**src/rtl/fir_pkg.sv**
```systemverilog
`default_nettype none
// +-----------------------------------------------------------------------------+
// | fir_pkg : shared widths, saturation limits, rounding modes and helpers     |
// | Revision : 1.0                                                              |
// +-----------------------------------------------------------------------------+
package fir_pkg;

  localparam int c_IN_WIDTH_DEF  = 25;
  localparam int c_OUT_WIDTH_DEF = 16;
  localparam int c_SAT_MAX_DEF   = (1 << (c_OUT_WIDTH_DEF - 1)) - 1;
  localparam int c_SAT_MIN_DEF   = -(1 << (c_OUT_WIDTH_DEF - 1));

  typedef enum logic {
    RND_TRUNC  = 1'b0,
    RND_HALFUP = 1'b1
  } rnd_mode_e;

  function automatic int f_clog2(input int n);
    int r;
    r = 0;
    for (int v = n - 1; v > 0; v = v >> 1) begin
      r = r + 1;
    end
    return r;
  endfunction

  // Lanes entering tree level s: each level halves the count, rounding up.
  function automatic int f_lanes_at(input int n, input int s);
    int l;
    l = n;
    for (int i = 0; i < s; i++) begin
      l = (l + 1) / 2;
    end
    return l;
  endfunction

endpackage
`default_nettype wire

```
**src/rtl/fir_sum_stage.sv**
```systemverilog
`default_nettype none
// +-----------------------------------------------------------------------------+
// | fir_sum_stage : one registered pairwise-add level of the FIR sum tree       |
// | Revision : 1.0                                                              |
// +-----------------------------------------------------------------------------+
module fir_sum_stage #(
  parameter int LANES = 2,
  parameter int W     = 25
) (
  input  logic                               clk,
  input  logic                               rst_n,
  input  logic [LANES*W-1:0]                 i_data,
  input  logic                               i_valid,
  input  logic                               i_mode,
  output logic [((LANES+1)/2)*(W+1)-1:0]     o_data,
  output logic                               o_valid,
  output logic                               o_mode
);

  localparam int c_OL = (LANES + 1) / 2;

  logic [c_OL*(W+1)-1:0] w_sum;
  logic [c_OL*(W+1)-1:0] r_data;
  logic                  r_valid;
  logic                  r_mode;

  for (genvar k = 0; k < c_OL; k++) begin : g_pair
    if (2*k + 1 < LANES) begin : g_add
      assign w_sum[k*(W+1) +: W+1] =
          {i_data[(2*k+1)*W-1], i_data[2*k*W +: W]} +
          {i_data[(2*k+2)*W-1], i_data[(2*k+1)*W +: W]};
    end else begin : g_pass
      // Odd leftover lane: sign-extend and carry through unchanged.
      assign w_sum[k*(W+1) +: W+1] = {i_data[(2*k+1)*W-1], i_data[2*k*W +: W]};
    end
  end

  always_ff @(posedge clk or negedge rst_n) begin
    if (!rst_n) begin
      r_data  <= '0;
      r_valid <= 1'b0;
      r_mode  <= 1'b0;
    end else begin
      r_valid <= i_valid;
      if (i_valid) begin
        r_data <= w_sum;
        r_mode <= i_mode;
      end
    end
  end

  assign o_data  = r_data;
  assign o_valid = r_valid;
  assign o_mode  = r_mode;

endmodule
`default_nettype wire

```
**src/rtl/fir_sum_tree.sv**
```systemverilog
`default_nettype none
// +-----------------------------------------------------------------------------+
// | fir_sum_tree : pipelined MAC summer with rounded shift and saturation       |
// | Optional saturation counter built when FIR_SUM_SATCNT_EN is defined         |
// | Revision : 1.0                                                              |
// +-----------------------------------------------------------------------------+
module fir_sum_tree
  import fir_pkg::*;
#(
  parameter int NUM_MAC   = 8,
  parameter int IN_WIDTH  = c_IN_WIDTH_DEF,
  parameter int OUT_WIDTH = c_OUT_WIDTH_DEF,
  parameter int SHIFT     = 0
) (
  input  logic                        iClk12M,
  input  logic                        iRsn,
  input  logic [NUM_MAC*IN_WIDTH-1:0] iMacBus,
  input  logic                        iEnSum,
  input  logic                        iRndMode,
  input  logic                        iSatClr,
  output logic [OUT_WIDTH-1:0]        oFirOut,
  output logic                        oValid,
  output logic                        oSatFlag,
  output logic [15:0]                 oSatCnt
);

  localparam int TREE_ST  = f_clog2(NUM_MAC);
  localparam int SUM_W    = IN_WIDTH + TREE_ST;
  localparam int c_BUSW   = NUM_MAC * SUM_W;
  // Working width holds the full sum plus rounding carry and both clip limits.
  localparam int c_EXT_W  = ((SUM_W + 1 > OUT_WIDTH) ? SUM_W + 1 : OUT_WIDTH) + 1;
  localparam int c_RND_SH = (SHIFT > 0) ? SHIFT - 1 : 0;

  localparam logic [c_EXT_W-1:0] c_RND_INC =
      (SHIFT > 0) ? (c_EXT_W'(1) << c_RND_SH) : '0;
  localparam logic signed [c_EXT_W-1:0] c_SAT_MAX =
      {{(c_EXT_W-OUT_WIDTH+1){1'b0}}, {(OUT_WIDTH-1){1'b1}}};
  localparam logic signed [c_EXT_W-1:0] c_SAT_MIN =
      {{(c_EXT_W-OUT_WIDTH+1){1'b1}}, {(OUT_WIDTH-1){1'b0}}};

  logic [c_BUSW-1:0] w_bus  [0:TREE_ST];
  logic              w_vld  [0:TREE_ST];
  logic              w_mode [0:TREE_ST];

  assign w_bus[0]  = c_BUSW'(iMacBus);
  assign w_vld[0]  = iEnSum;
  assign w_mode[0] = iRndMode;

  for (genvar s = 0; s < TREE_ST; s++) begin : g_stage
    localparam int c_LANES = f_lanes_at(NUM_MAC, s);
    localparam int c_W     = IN_WIDTH + s;

    logic [((c_LANES+1)/2)*(c_W+1)-1:0] w_out;

    fir_sum_stage #(
      .LANES (c_LANES),
      .W     (c_W)
    ) u_stage (
      .clk     (iClk12M),
      .rst_n   (iRsn),
      .i_data  (w_bus[s][c_LANES*c_W-1:0]),
      .i_valid (w_vld[s]),
      .i_mode  (w_mode[s]),
      .o_data  (w_out),
      .o_valid (w_vld[s+1]),
      .o_mode  (w_mode[s+1])
    );

    assign w_bus[s+1] = c_BUSW'(w_out);
  end

  logic signed [SUM_W-1:0]   w_sum;
  logic signed [c_EXT_W-1:0] w_ext;
  logic signed [c_EXT_W-1:0] w_rnd;
  logic signed [c_EXT_W-1:0] w_shf;
  logic                      w_hi;
  logic                      w_lo;
  logic [OUT_WIDTH-1:0]      w_clip;
  logic                      w_unused_bus;

  assign w_sum        = w_bus[TREE_ST][SUM_W-1:0];
  assign w_unused_bus = ^w_bus[TREE_ST];
  assign w_ext        = {{(c_EXT_W-SUM_W){w_sum[SUM_W-1]}}, w_sum};

  always_comb begin
    w_rnd = w_ext;
    if ((SHIFT > 0) && (w_mode[TREE_ST] == RND_HALFUP)) begin
      w_rnd = w_ext + c_RND_INC;
    end
  end

  assign w_shf  = w_rnd >>> SHIFT;
  assign w_hi   = (w_shf > c_SAT_MAX);
  assign w_lo   = (w_shf < c_SAT_MIN);
  assign w_clip = w_hi ? c_SAT_MAX[OUT_WIDTH-1:0] :
                  w_lo ? c_SAT_MIN[OUT_WIDTH-1:0] : w_shf[OUT_WIDTH-1:0];

  logic [OUT_WIDTH-1:0] r_out;
  logic                 r_valid;
  logic                 r_sat;

  always_ff @(posedge iClk12M or negedge iRsn) begin
    if (!iRsn) begin
      r_out   <= '0;
      r_valid <= 1'b0;
      r_sat   <= 1'b0;
    end else begin
      r_valid <= w_vld[TREE_ST];
      r_sat   <= w_vld[TREE_ST] & (w_hi | w_lo);
      if (w_vld[TREE_ST]) begin
        r_out <= w_clip;
      end
    end
  end

  assign oFirOut  = r_out;
  assign oValid   = r_valid;
  assign oSatFlag = r_sat;

`ifdef FIR_SUM_SATCNT_EN
  logic [15:0] r_sat_cnt;

  // Clear has priority over a coincident increment; count sticks at all-ones.
  always_ff @(posedge iClk12M or negedge iRsn) begin
    if (!iRsn) begin
      r_sat_cnt <= '0;
    end else if (iSatClr) begin
      r_sat_cnt <= '0;
    end else if (r_valid && r_sat && (r_sat_cnt != 16'hFFFF)) begin
      r_sat_cnt <= r_sat_cnt + 16'd1;
    end
  end

  assign oSatCnt = r_sat_cnt;
`else
  logic w_unused_satclr;

  assign w_unused_satclr = iSatClr;
  assign oSatCnt         = '0;
`endif

endmodule
`default_nettype wire
```
**config.mk**
```make
export PLATFORM = sky130hd
export DESIGN_NAME = fir_sum_tree
export DESIGN_NICKNAME = d
export VERILOG_FILES = /design/src/rtl/fir_pkg.sv /design/src/rtl/fir_sum_stage.sv /design/src/rtl/fir_sum_tree.sv
export SDC_FILE = /design/constraint.sdc
export NUM_CORES = 1
export LEC_CHECK = 0
export BUFFER_PORTS_ARGS = -buffer_cell sky130_fd_sc_hd__buf_2
export CAP_MARGIN = 20
export CORE_MARGIN = 4
export CORE_UTILIZATION = 44
export CTS_BUF_LIST = sky130_fd_sc_hd__clkbuf_16
export DETAILED_ROUTE_END_ITERATION = 6
export SYNTH_ARGS = -nofsm -noshare
export SYNTH_HDL_FRONTEND = slang
export SYNTH_SLANG_ARGS = --single-unit
```
**constraint.sdc**
```tcl
create_clock -name iClk12M -period 3 [get_ports iClk12M]
set_clock_uncertainty 0.2 [all_clocks]
set_input_delay 0.15 -clock iClk12M [delete_from_list [all_inputs] [get_ports iClk12M]]
set_output_delay 0.15 -clock iClk12M [all_outputs]
set_load 0.05 [all_outputs]
```
==> summary.txt, run 1 <==
Setup path
  • Slowest-stage cell, CP: dlygate4sd3_1
  • WP data arrival: 3.13 ns
  • Worst EP required: 3.25 ns
  • WP buf/inv: 4
  • Crit start category: input port
  • Crit-path cells: dlygate4sd3_1 > buf_2 > ha_1 > buf_4 > a211oi_4 > o21bai_4 > a211oi_4 > o2bb2ai_4 > a2111o_1 > nand4_1 > dlygate4sd3_1 > nand3b_1
  • Setup CP Type: input port to flop
  • Crit Path Max Fanout: 7
  • Reg2reg setup slack: ~0.15 ns
  • Slowest stage delay, CP: approximately 0.6 ns
  • CP endpoint kind: flop
  • CP top delay family: buffers and inverters

Final layout
  • Ant. Diodes: 0
  • Non-Filler Instances: 2751
  • Multi-input gate area: roughly 12000 sq um
  • Total Nets Final: ~2600
  • Most common cell after layout, fill and taps aside: buf_2
  • Syn-to-layout area delta: 21.4%
  • Fillers: ~3700
  • Layout cells sized above 1: between 10% and 20%
  • Register Area: slightly above 5000 sq um
  • Most frequent cells in the layout: 218 x buf_2, 206 x dfrtp_1, 179 x ha_1, 164 x a21oi_1, 116 x nand2_1

STA
  • Setup violations, final: 0
  • Maximum clock frequency: 347 MHz
  • Fin crit period: approximately 2.9 ns
  • Final critical-path share of the clock period: slightly below 100%
  • Slew Limit Fails: 0
  • Worst-Margin Slew: 0.815 ns
  • Setup TNS Final: 0 ns
  • Final hold viol count: 0
  • Max-slew headroom: 45.7%

Global routing
  • Vias in the first global route: between 10000 and 15000
  • Gr usage total: between 20% and 30%
  • Pin count of the biggest net entering global routing: slightly below 100
  • Antenna violations before repair: 0
  • Total global routing overflow: 0
  • First-pass GRT wire length: about 75000 microns

Route
  • DR vias: approximately 15000
  • Average vias per placed instance: 5.62
  • DR DRC count: 0
  • Wire length per cell: around 17 microns
  • DRT iter0 DRCs: around 880
  • DRT Pass-1 Iters: 5
  • Routed WL: approximately 46000 microns
  • Antenna Nets Post-Route: 0

Clock tree
  • Clk_lat worst skew: ~0.52 ns
  • Total CTS buffers: 25
  • CTS H-tree lvls: 1
  • CTS Buffer Depth: 3
  • Clock-pin slew on the worst setup and hold paths: ~0.06 ns
  • CTS tree: yes
  • Clock Tree Root: clkbuf_16
  • Sink Count: roughly 210

Logic synthesis
  • Flops & latches, synth: a little over 200
  • Post-synthesis simple-gate area fraction: ~13%
  • Yosys warns: 0
  • Synth Area in XOR/XNOR: between 6 and 7%
  • Compound-gate portion of the synthesized area: approximately a quarter
  • Ys flop type: dfrtp_1
  • Synth top area cells: dfrtp_1 30%, ha_1 13%, mux2_2 6.8%
  • Sequential element share of the synthesized area: about 30%
  • FFs w/ async S/R, synth: 100%
  • Mux cell area share after synthesis: 7.12%
  • Top-area cell type share of the netlist area: 30.0%
  • Syn_area_per_cell: 9.10 sq um
  • Cell Area, Synth: 17300 sq um
  • Main combinational cell family by area after synthesis: compound AO/OA/AOI/OAI gates
  • Syn Inst Count: 1901
  • Post-synth top area cell: dfrtp_1
  • Post-synth EDFFs: 0
  • Adder-Cell Fraction of Synth Area: 13.8%
  • Unique masters post-synth: a little under 90

Floorplanning
  • Die Height: 206 microns
  • IO Count: ~240
  • Initial Util: 44.6%
  • Total Die Area: approximately 43000 sq um
  • Core area: 38700 sq um
  • Row Count: 72
  • Die width: just over 200 microns

Pwr
  • P per Cell Area: 833 nW/um^2
  • Leak pwr: 9.50 nW
  • Peak VDD IR: 0.436 mV

Placed design
  • RePlAce Congestion: 0.860
  • DPL Wire Length: between 30000 and 40000 microns
  • Dpl cells: 2602
  • IO buf count: 220

Hold path
  • Min-delay worst type: input port to flop

Job
  • Max cap viols: 0

Status
  • Outcome: completed
[sequential cells by signal, summed over array words and instances (netlist names)]
signal and count:
oValid 1, g_stage.u_stage.o_data 186, g_stage.u_stage.o_valid 3, oFirOut 16
oSatFlag 1
[timing repair]
| action | in CTS | in global routing |
|---|---|---|
| hold buffers | 100 | 0 |
| resized for setup | 0 | 16 |
| endpoints found under the setup margin | 0 | 19 |
| hold endpoints to repair | 252 | 0 |
| setup buffers | 0 | 5 |
[path summary, 6_finish.rpt]
check | from | end | cells past startpoint
setup / recovery | iMacBus[175] | g_stage[0].u_stage.o_data[99]$_DFFE_PN0P_ | 12
hold / removal | iMacBus[11] | g_stage[0].u_stage.o_data[11]$_DFFE_PN0P_ | 4
setup reg to reg | g_stage[0].u_stage.o_data[0]$_DFFE_PN0P_ | g_stage[1].u_stage.o_data[18]$_DFFE_PN0P_ | 11
hold reg to reg | g_stage[0].u_stage.o_data[29]$_DFFE_PN0P_ | g_stage[0].u_stage.o_data[29]$_DFFE_PN0P_ | 1
max in group asynchronous | iRsn | g_stage[2].u_stage.o_data[26]$_DFFE_PN0P_ | 4
min in group asynchronous | iRsn | g_stage[0].u_stage.o_data[48]$_DFFE_PN0P_ | 3
[through the flow]
stage | area, sq um | power (mW) | util [%] | hold slack [ns] | setup slack, ns
after CTS | 20900 | 17.5 | 53.9 | 0.000196 | 0.0335
after global routing | 21000 | 18.9 | 54.2 | 0.0373 | -0.0141
after detailed placement | 19000 | 14.0 | 49.0 | -0.0501 | 0.0533
final | 21000 | 17.5 | 54.2 | 0.0167 | 0.118
after floorplan | 17300 | 11.6 | - | -0.346 | 0.356
after global placement | 19000 | 13.9 | 49.0 | -0.0553 | 0.119
[area by class of cell]
class,count,share of cell area [%]
clock inverter,20,1.16
tap,518,3.09
clock buffer,25,2.98
timing repair buffer,355,11.6
sequential,207,24.7
multi-input combinational,1541,55.0
inverter,85,1.52
[where the power goes]
part           internal [mW]  total [mW]  switching [mW]
combinational           4.32        9.72            5.40
clock                   2.02        3.22            1.20
sequential              3.82        4.54           0.722
total                   10.2        17.5            7.32
[kinds of logic (layout without fill, tap and decap cells)]
kind of cell	after synthesis	count (layout)
AO/OA/AOI/OAI	656	656
XOR/XNOR	122	122
adder cells (fa/ha/maj)	186	186
buffers and inverters	168	485
flip-flops	207	207
multiplexers	110	110
other	1	16
AND/OR/NAND/NOR	451	451
[layer usage]
layer,up-vias,wire length [microns],GRT usage (%)
met5,-,0,0
met4,0,785,3.61
met3,55,1480,1.76
met2,265,20500,32.8
met1,7409,23700,32.5
li1,7726,-,-
[cells in the mapped netlist, types with 11 or more instances]
library cell	instances
a31oi_1	33
buf_4	16
nand3_1	52
dfrtp_1	207
nor3_1	27
o21a_1	26
nand2_1	116
mux2_2	104
o31ai_1	14
xnor2_1	93
ha_1	179
a21o_1	79
a211oi_1	27
nand2b_1	18
xor2_1	29
a21oi_1	165
nor2b_1	21
nor2_1	111
o21ai_1	21
clkbuf_1	56
o211ai_1	43
o21ai_0	93
o21bai_1	14
and3_1	24
nand4_1	24
inv_1	85
and2_1	11
[worst reg2reg max path: cells and delay by family, from the launching register on]
family                     cells  cell delay (ns)
xor gates and xnor gates       1             0.08
DFF                            1             0.38
muxes                          1             0.27
adders and majority gates      2             0.46
buffers and inverters          2             0.30
and+or+nand+nor                2             0.29
AOI/OAI and AO/OA              3             0.75
Power figures use the tool's default switching activity.
==> run 2, diff against run 1 <==
--- a/config.mk
+++ b/config.mk
@@ -11,6 +11,7 @@
 export CORE_UTILIZATION = 44
 export CTS_BUF_LIST = sky130_fd_sc_hd__clkbuf_16
 export DETAILED_ROUTE_END_ITERATION = 6
+export PLACE_DENSITY_LB_ADDON = 0.1
 export SYNTH_ARGS = -nofsm -noshare
 export SYNTH_HDL_FRONTEND = slang
 export SYNTH_SLANG_ARGS = --single-unit
==> summary.txt, run 2 (same netlist as run 1, synthesis figures left out) <==
Setup path
  • WP buf/inv: 5 (+1)
  • Slowest stage delay, CP: 0.54 ns (-0.07 ns)
  • Crit Path Max Fanout: 7 (unchanged)
  • Crit start category: input port
  • Slowest-stage cell, CP: dlygate4sd3_1
  • CP endpoint kind: flop
  • Setup CP Type: input port to flop
  • WP data arrival: 3.20 ns (+0.07 ns)
  • CP top delay family: buffers and inverters
  • Worst EP required: 3.26 ns (about the same)
  • Reg-to-Reg Start: g_stage[1].u_stage.o_data[0]$_DFFE_PN0P_
  • Crit-path cells: dlygate4sd3_1 > buf_2 > ha_1 > buf_4 > a211oi_4 > o21bai_4 > a211oi_4 > o2bb2ai_4 > a21o_1 > buf_4 > o21ai_0 > nand3_1 > dlygate4sd3_1
  • Worst setup path startpoint: iMacBus[175]

Clock tree
  • Total CTS buffers: 24 (-4.0%)
  • CTS tree: yes
  • Clk_lat worst skew: 0.52 ns (about the same)
  • CTS Buffer Depth: 3 (unchanged)
  • Clock Tree Root: clkbuf_16
  • Clock-pin slew on the worst setup and hold paths: 0.06 ns (about the same)
  • CTS H-tree lvls: 1 (unchanged)
  • Sink Count: 207 (unchanged)

Global routing
  • Gr usage total: 21.0% (-0.11 points)
  • Vias in the first global route: 14700 (-0.58%)
  • Pin count of the biggest net entering global routing: 130 (+33%)
  • Total global routing overflow: 0 (unchanged)
  • Antenna violations before repair: 0 (unchanged)
  • First-pass GRT wire length: 74800 microns (-0.55%)

Placed design
  • RePlAce Congestion: 0.881 (+2.5%)
  • DPL Wire Length: 35200 microns (-1.7%)
  • Area post-placement: 19000 sq um (+0.33%)
  • IO buf count: 220 (unchanged)

Hold path
  • Hold path startpoint: iMacBus[27]
  • Min-delay worst type: input port to flop

Pwr
  • Peak VDD IR: 0.511 mV (+17%)
  • Leak pwr: 9.44 nW (-0.63%)
  • P per Cell Area: 815 nW/um^2 (-2.1%)

STA
  • Final critical-path share of the clock period: 98.2% (+2.2 points)
  • Maximum clock frequency: 339 MHz (-2.2%)
  • Worst-Margin Slew: 0.816 ns (+0.000688 ns)
  • Setup violations, final: 0 (unchanged)
  • Max-slew headroom: 45.6% (-0.046 points)
  • Slew Limit Fails: 0 (unchanged)
  • Setup TNS Final: 0 ns (unchanged)
  • Final hold viol count: 0 (unchanged)
  • Fin crit period: 2.95 ns (+0.0653 ns)

Final layout
  • Most common cell after layout, fill and taps aside: buf_2
  • Syn-to-layout area delta: 20.7%
  • Total Nets Final: 2606 (unchanged)
  • Most frequent cells in the layout: 218 x buf_2, 206 x dfrtp_1, 179 x ha_1, 165 x a21oi_1, 116 x nand2_1
  • Layout cells sized above 1: 20.1% (+0.14 points)
  • Fillers: 3683 (+0.027%)
  • Final Instance Area: 20900 sq um (-0.61%)
  • Core Util, Final: 53.9% (-0.33 points)
  • Ant. Diodes: 0 (unchanged)
  • Largest register FFs: 186 (unchanged)

Floorplanning
  • Die Height: 206 microns (unchanged)
  • Core area: 38700 sq um (unchanged)
  • Total Die Area: 42500 sq um (unchanged)
  • Initial Util: 44.6% (unchanged)
  • IO Count: 239 (unchanged)
  • Die width: 206 microns (unchanged)
  • Row Count: 72 (unchanged)

Route
  • DR DRC count: 0 (unchanged)
  • DRT iter0 DRCs: 999 (+13%)
  • DR vias: 15500 (-0.019%)
  • Antenna Nets Post-Route: 0 (unchanged)
  • Wire length per cell: 16.6 microns (-1.6%)
  • Routed WL: 45700 microns (-1.6%)
  • Average vias per placed instance: 5.62 (about the same)
  • DRT Pass-1 Iters: 5 (unchanged)

Status
  • Outcome: completed

Job
  • Max cap viols: 0 (unchanged)
run 2: what timing repair did:
action | in CTS | in global routing
setup endpoints to repair | 0 | 24
resized for setup | 0 | 14
endpoints found under the hold margin | 129 | 0
hold buffers | 93 | 0
buffers inserted | 0 | 8
run 2: worst reg2reg max path, cell delays in order, from the launching register on:
cell      delay, ns
dfrtp_1        0.37
ha_1           0.23
fa_2           0.38
a211oi_2       0.29
o21ai_1        0.16
a31o_2         0.32
o21ai_4        0.21
o211ai_1       0.14
xor2_1         0.16
mux2_2         0.26
run 2: path summary, 6_finish.rpt:
| kind | to | slack (ns) | cells after the start |
|---|---|---|---|
| max | g_stage[0].u_stage.o_data[95]$_DFFE_PN0P_ | 0.05 | 13 |
| min | g_stage[0].u_stage.o_data[2]$_DFFE_PN0P_ | 0.006 | 4 |
| max reg2reg | g_stage[2].u_stage.o_data[22]$_DFFE_PN0P_ | 0.15 | 9 |
| min reg2reg | g_stage[0].u_stage.o_data[29]$_DFFE_PN0P_ | 0.29 | 1 |
| max in group asynchronous | g_stage[1].u_stage.o_data[32]$_DFFE_PN0P_ | 1.78 | 3 |
| min in group asynchronous | g_stage[0].u_stage.o_data[0]$_DFFE_PN0P_ | 0.05 | 2 |
run 2: area by class of cell:
type	count	area, sq um	share of cell area, %
Multi-Input combinational cell	1541	11500	55.3
Sequential cell	207	5180	24.8
Timing Repair Buffer	356	2430	11.6
Tap cell	518	648	3.11
Clock buffer	24	601	2.88
Inverter	85	319	1.53
Clock inverter	19	146	0.702
run 2: per-layer routing:
metal / routed length [microns] / track usage (%) / vias to the layer above
met4: 589 / 2.90 / 0
li1: - / - / 7726
met3: 1760 / 2.10 / 39
met1: 23100 / 32.5 / 7403
met2: 20300 / 32.5 / 284
met5: 0 / 0 / -
run 2: power by group:
group          internal [mW]  total, mW  switching (mW)
clock network           1.62       2.79            1.16
logic                   4.34       9.71            5.36
registers               3.82       4.52           0.703
total                   9.78       17.0            7.23
run 2: stage by stage:
stage / worst slack (ns) / hold WS [ns] / power, mW / cells
finish: 0.0531 / 0.00572 / 17.0 / 2750
global route: -0.0153 / 0.0172 / 18.5 / 2750
CTS: 0.0226 / 0.0000135 / 17.0 / 2743
detailed placement: 0.0481 / 0.0650 / 14.0 / 2607
global placement: 0.116 / 0.0612 / 13.9 / 2607
floorplan: 0.356 / -0.346 / 11.6 / 1916
==> run 3, diff against run 2 <==
--- a/config.mk
+++ b/config.mk
@@ -5,13 +5,13 @@
 export SDC_FILE = /design/constraint.sdc
 export NUM_CORES = 1
 export LEC_CHECK = 0
+export ABC_CLOCK_PERIOD_IN_PS = 3000
 export BUFFER_PORTS_ARGS = -buffer_cell sky130_fd_sc_hd__buf_2
 export CAP_MARGIN = 20
 export CORE_MARGIN = 4
 export CORE_UTILIZATION = 44
-export CTS_BUF_LIST = sky130_fd_sc_hd__clkbuf_16
 export DETAILED_ROUTE_END_ITERATION = 6
-export PLACE_DENSITY_LB_ADDON = 0.1
+export PLACE_DENSITY = 0.63
 export SYNTH_ARGS = -nofsm -noshare
 export SYNTH_HDL_FRONTEND = slang
 export SYNTH_SLANG_ARGS = --single-unit
==> summary.txt, run 3 (same netlist as run 1, synthesis figures left out) <==
Route
  • Antenna Nets Post-Route: 0 (unchanged)
  • DR DRC count: 0 (unchanged)
  • Routed WL: 45000 microns (-1.4%)
  • DR vias: 15400 (-0.032%)
  • Average vias per placed instance: 5.62 (about the same)
  • Wire length per cell: 16.4 microns (-1.3%)
  • DRT Pass-1 Iters: 5 (unchanged)
  • DRT iter0 DRCs: 850 (-15%)

Final layout
  • Most frequent cells in the layout: 218 x buf_2, 206 x dfrtp_1, 179 x ha_1, 165 x a21oi_1, 116 x nand2_1
  • Total Nets Final: 2601 (-0.19%)
  • Most common cell after layout, fill and taps aside: buf_2
  • Final Instance Area: 20900 sq um (+0.19%)
  • Syn-to-layout area delta: 20.9%
  • Largest register FFs: 186 (unchanged)
  • Ant. Diodes: 0 (unchanged)
  • Fillers: 3713 (+0.81%)
  • Layout cells sized above 1: 20.0% (-0.11 points)

Pwr
  • P per Cell Area: 825 nW/um^2 (+1.1%)
  • Peak VDD IR: 0.452 mV (-12%)
  • Power Total: 17.2 mW (+1.3%)
  • Leak pwr: 9.44 nW (about the same)

STA
  • Fin crit period: 2.91 ns (-0.0345 ns)
  • Final hold viol count: 0 (unchanged)
  • Setup TNS Final: 0 ns (unchanged)
  • Setup violations, final: 0 (unchanged)
  • Hold slack: 0.0000512 ns (-0.00567 ns)
  • Final critical-path share of the clock period: 97.1% (-1.2 points)
  • Worst-Margin Slew: 0.784 ns (-0.0323 ns)
  • Maximum clock frequency: 343 MHz (+1.2%)
  • Max-slew headroom: 47.8% (+2.2 points)
  • Setup WS post-layout: 0.0877 ns (+0.0345 ns)
  • Slew Limit Fails: 0 (unchanged)

Setup path
  • Crit Path Max Fanout: 7 (unchanged)
  • Setup CP Type: input port to flop
  • WP data arrival: 3.12 ns (-0.08 ns)
  • Reg2reg setup slack: 0.14 ns (about the same)
  • Crit-path cells: dlygate4sd3_1 > buf_2 > ha_1 > o21ai_1 > o21bai_2 > a211oi_4 > buf_4 > o2bb2ai_4 > a21o_1 > buf_4 > o21ai_0 > nand3_1 > dlygate4sd3_1
  • R2R Path End: g_stage[2].u_stage.o_data[20]$_DFFE_PN0P_
  • Worst EP required: 3.20 ns (-0.06 ns)
  • Slowest stage delay, CP: 0.56 ns (+0.02 ns)
  • Crit start category: input port
  • Reg-to-Reg Start: g_stage[1].u_stage.o_data[0]$_DFFE_PN0P_
  • Slowest-stage cell, CP: dlygate4sd3_1
  • CP endpoint kind: flop
  • R2r worst-path depth: 9 (unchanged)

Floorplanning
  • IO Count: 239 (unchanged)
  • Die Height: 206 microns (unchanged)
  • Row Count: 72 (unchanged)
  • Die width: 206 microns (unchanged)
  • Core area: 38700 sq um (unchanged)
  • Initial Util: 44.6% (unchanged)
  • Total Die Area: 42500 sq um (unchanged)

Hold path
  • Min-delay worst type: input port to asynchronous set/reset pin

Global routing
  • Vias in the first global route: 14700 (+0.18%)
  • Gr usage total: 20.5% (-0.50 points)
  • First-pass GRT wire length: 73300 microns (-2.0%)
  • Total global routing overflow: 0 (unchanged)
  • Pin count of the biggest net entering global routing: 84 (-35%)
  • Antenna violations before repair: 0 (unchanged)

Clock tree
  • Sink Count: 207 (unchanged)
  • CTS tree: yes
  • Clock Tree Root: clkbuf_16
  • Clk_lat worst skew: 0.52 ns (about the same)
  • CTS Buffer Depth: 3 (unchanged)
  • CTS H-tree lvls: 1 (unchanged)
  • Clock-pin slew on the worst setup and hold paths: 0.06 ns (about the same)
  • Total CTS buffers: 25 (+4.2%)

Placed design
  • RePlAce Congestion: 0.886 (+0.52%)
  • Dpl ws: 0.120 ns (+0.0720 ns)
  • DPL Wire Length: 35000 microns (-0.74%)
  • Area post-placement: 19000 sq um (-0.38%)
  • IO buf count: 220 (unchanged)

Status
  • Outcome: completed

Job
  • Max cap viols: 0 (unchanged)
## run 3: report_power, final
part / switching (mW) / internal [mW] / total (mW)
combinational: 5.34 / 4.27 / 9.61
sequential: 0.707 / 3.82 / 4.52
clock: 1.19 / 1.91 / 3.10
## run 3: layout make-up
cell class              count  area (sq um)  share of cell area (%)
multi-input cells        1541         11500                    55.1
inverters                  85           319                    1.53
well taps                 518           648                    3.10
repair buffers            350          2370                    11.3
flip-flops and latches    207          5180                    24.8
clock inverters            12           148                   0.706
clock buffers              34           709                    3.39
## run 3: metal layers
| layer | track usage, % | wire length, microns |
|---|---|---|
| met5 | 0 | 0 |
| met4 | 3.45 | 677 |
| met3 | 1.91 | 1720 |
| met2 | 32.1 | 20300 |
| met1 | 31.2 | 22300 |
## run 3: per-stage QoR
stage	instances	utilization (%)
detailed placement	2599	49.0
CTS	2744	53.7
global route	2747	54.0
floorplan	1916	-
finish	2747	54.0
global placement	2599	49.0
## run 3: worst max-delay path by stage
stage / from / end / slack, ns / cells after the start
2_1_floorplan: g_stage[1].u_stage.o_data[0]$_DFFE_PN0P_ / g_stage[2].u_stage.o_data[22]$_DFFE_PN0P_ / 0.36 / 9
3_3_place_gp: iMacBus[0] / g_stage[0].u_stage.o_data[22]$_DFFE_PN0P_ / 0.1 / 12
3_5_place_dp: g_stage[1].u_stage.o_data[0]$_DFFE_PN0P_ / g_stage[2].u_stage.o_data[22]$_DFFE_PN0P_ / 0.12 / 9
4_1_cts: iMacBus[75] / g_stage[0].u_stage.o_data[49]$_DFFE_PN0P_ / 0.05 / 11
5_1_grt: iMacBus[75] / g_stage[0].u_stage.o_data[37]$_DFFE_PN0P_ / -0.02 / 13
6_report: iMacBus[178] / g_stage[0].u_stage.o_data[95]$_DFFE_PN0P_ / 0.09 / 13
## run 3: repair_timing
action,in CTS,in global routing
gates resized for setup,0,12
endpoints found under the hold margin,257,0
hold buffers,99,0
endpoints found under the setup margin,0,14
buffers inserted,0,4
## run 3: worst max-delay path, delay by kind of cell
| family | cells | cell delay, ns |
|---|---|---|
| compound gates | 6 | 0.99 |
| buf+inv | 5 | 1.56 |
| simple gates | 1 | 0.09 |
| fa+ha+maj | 1 | 0.32 |
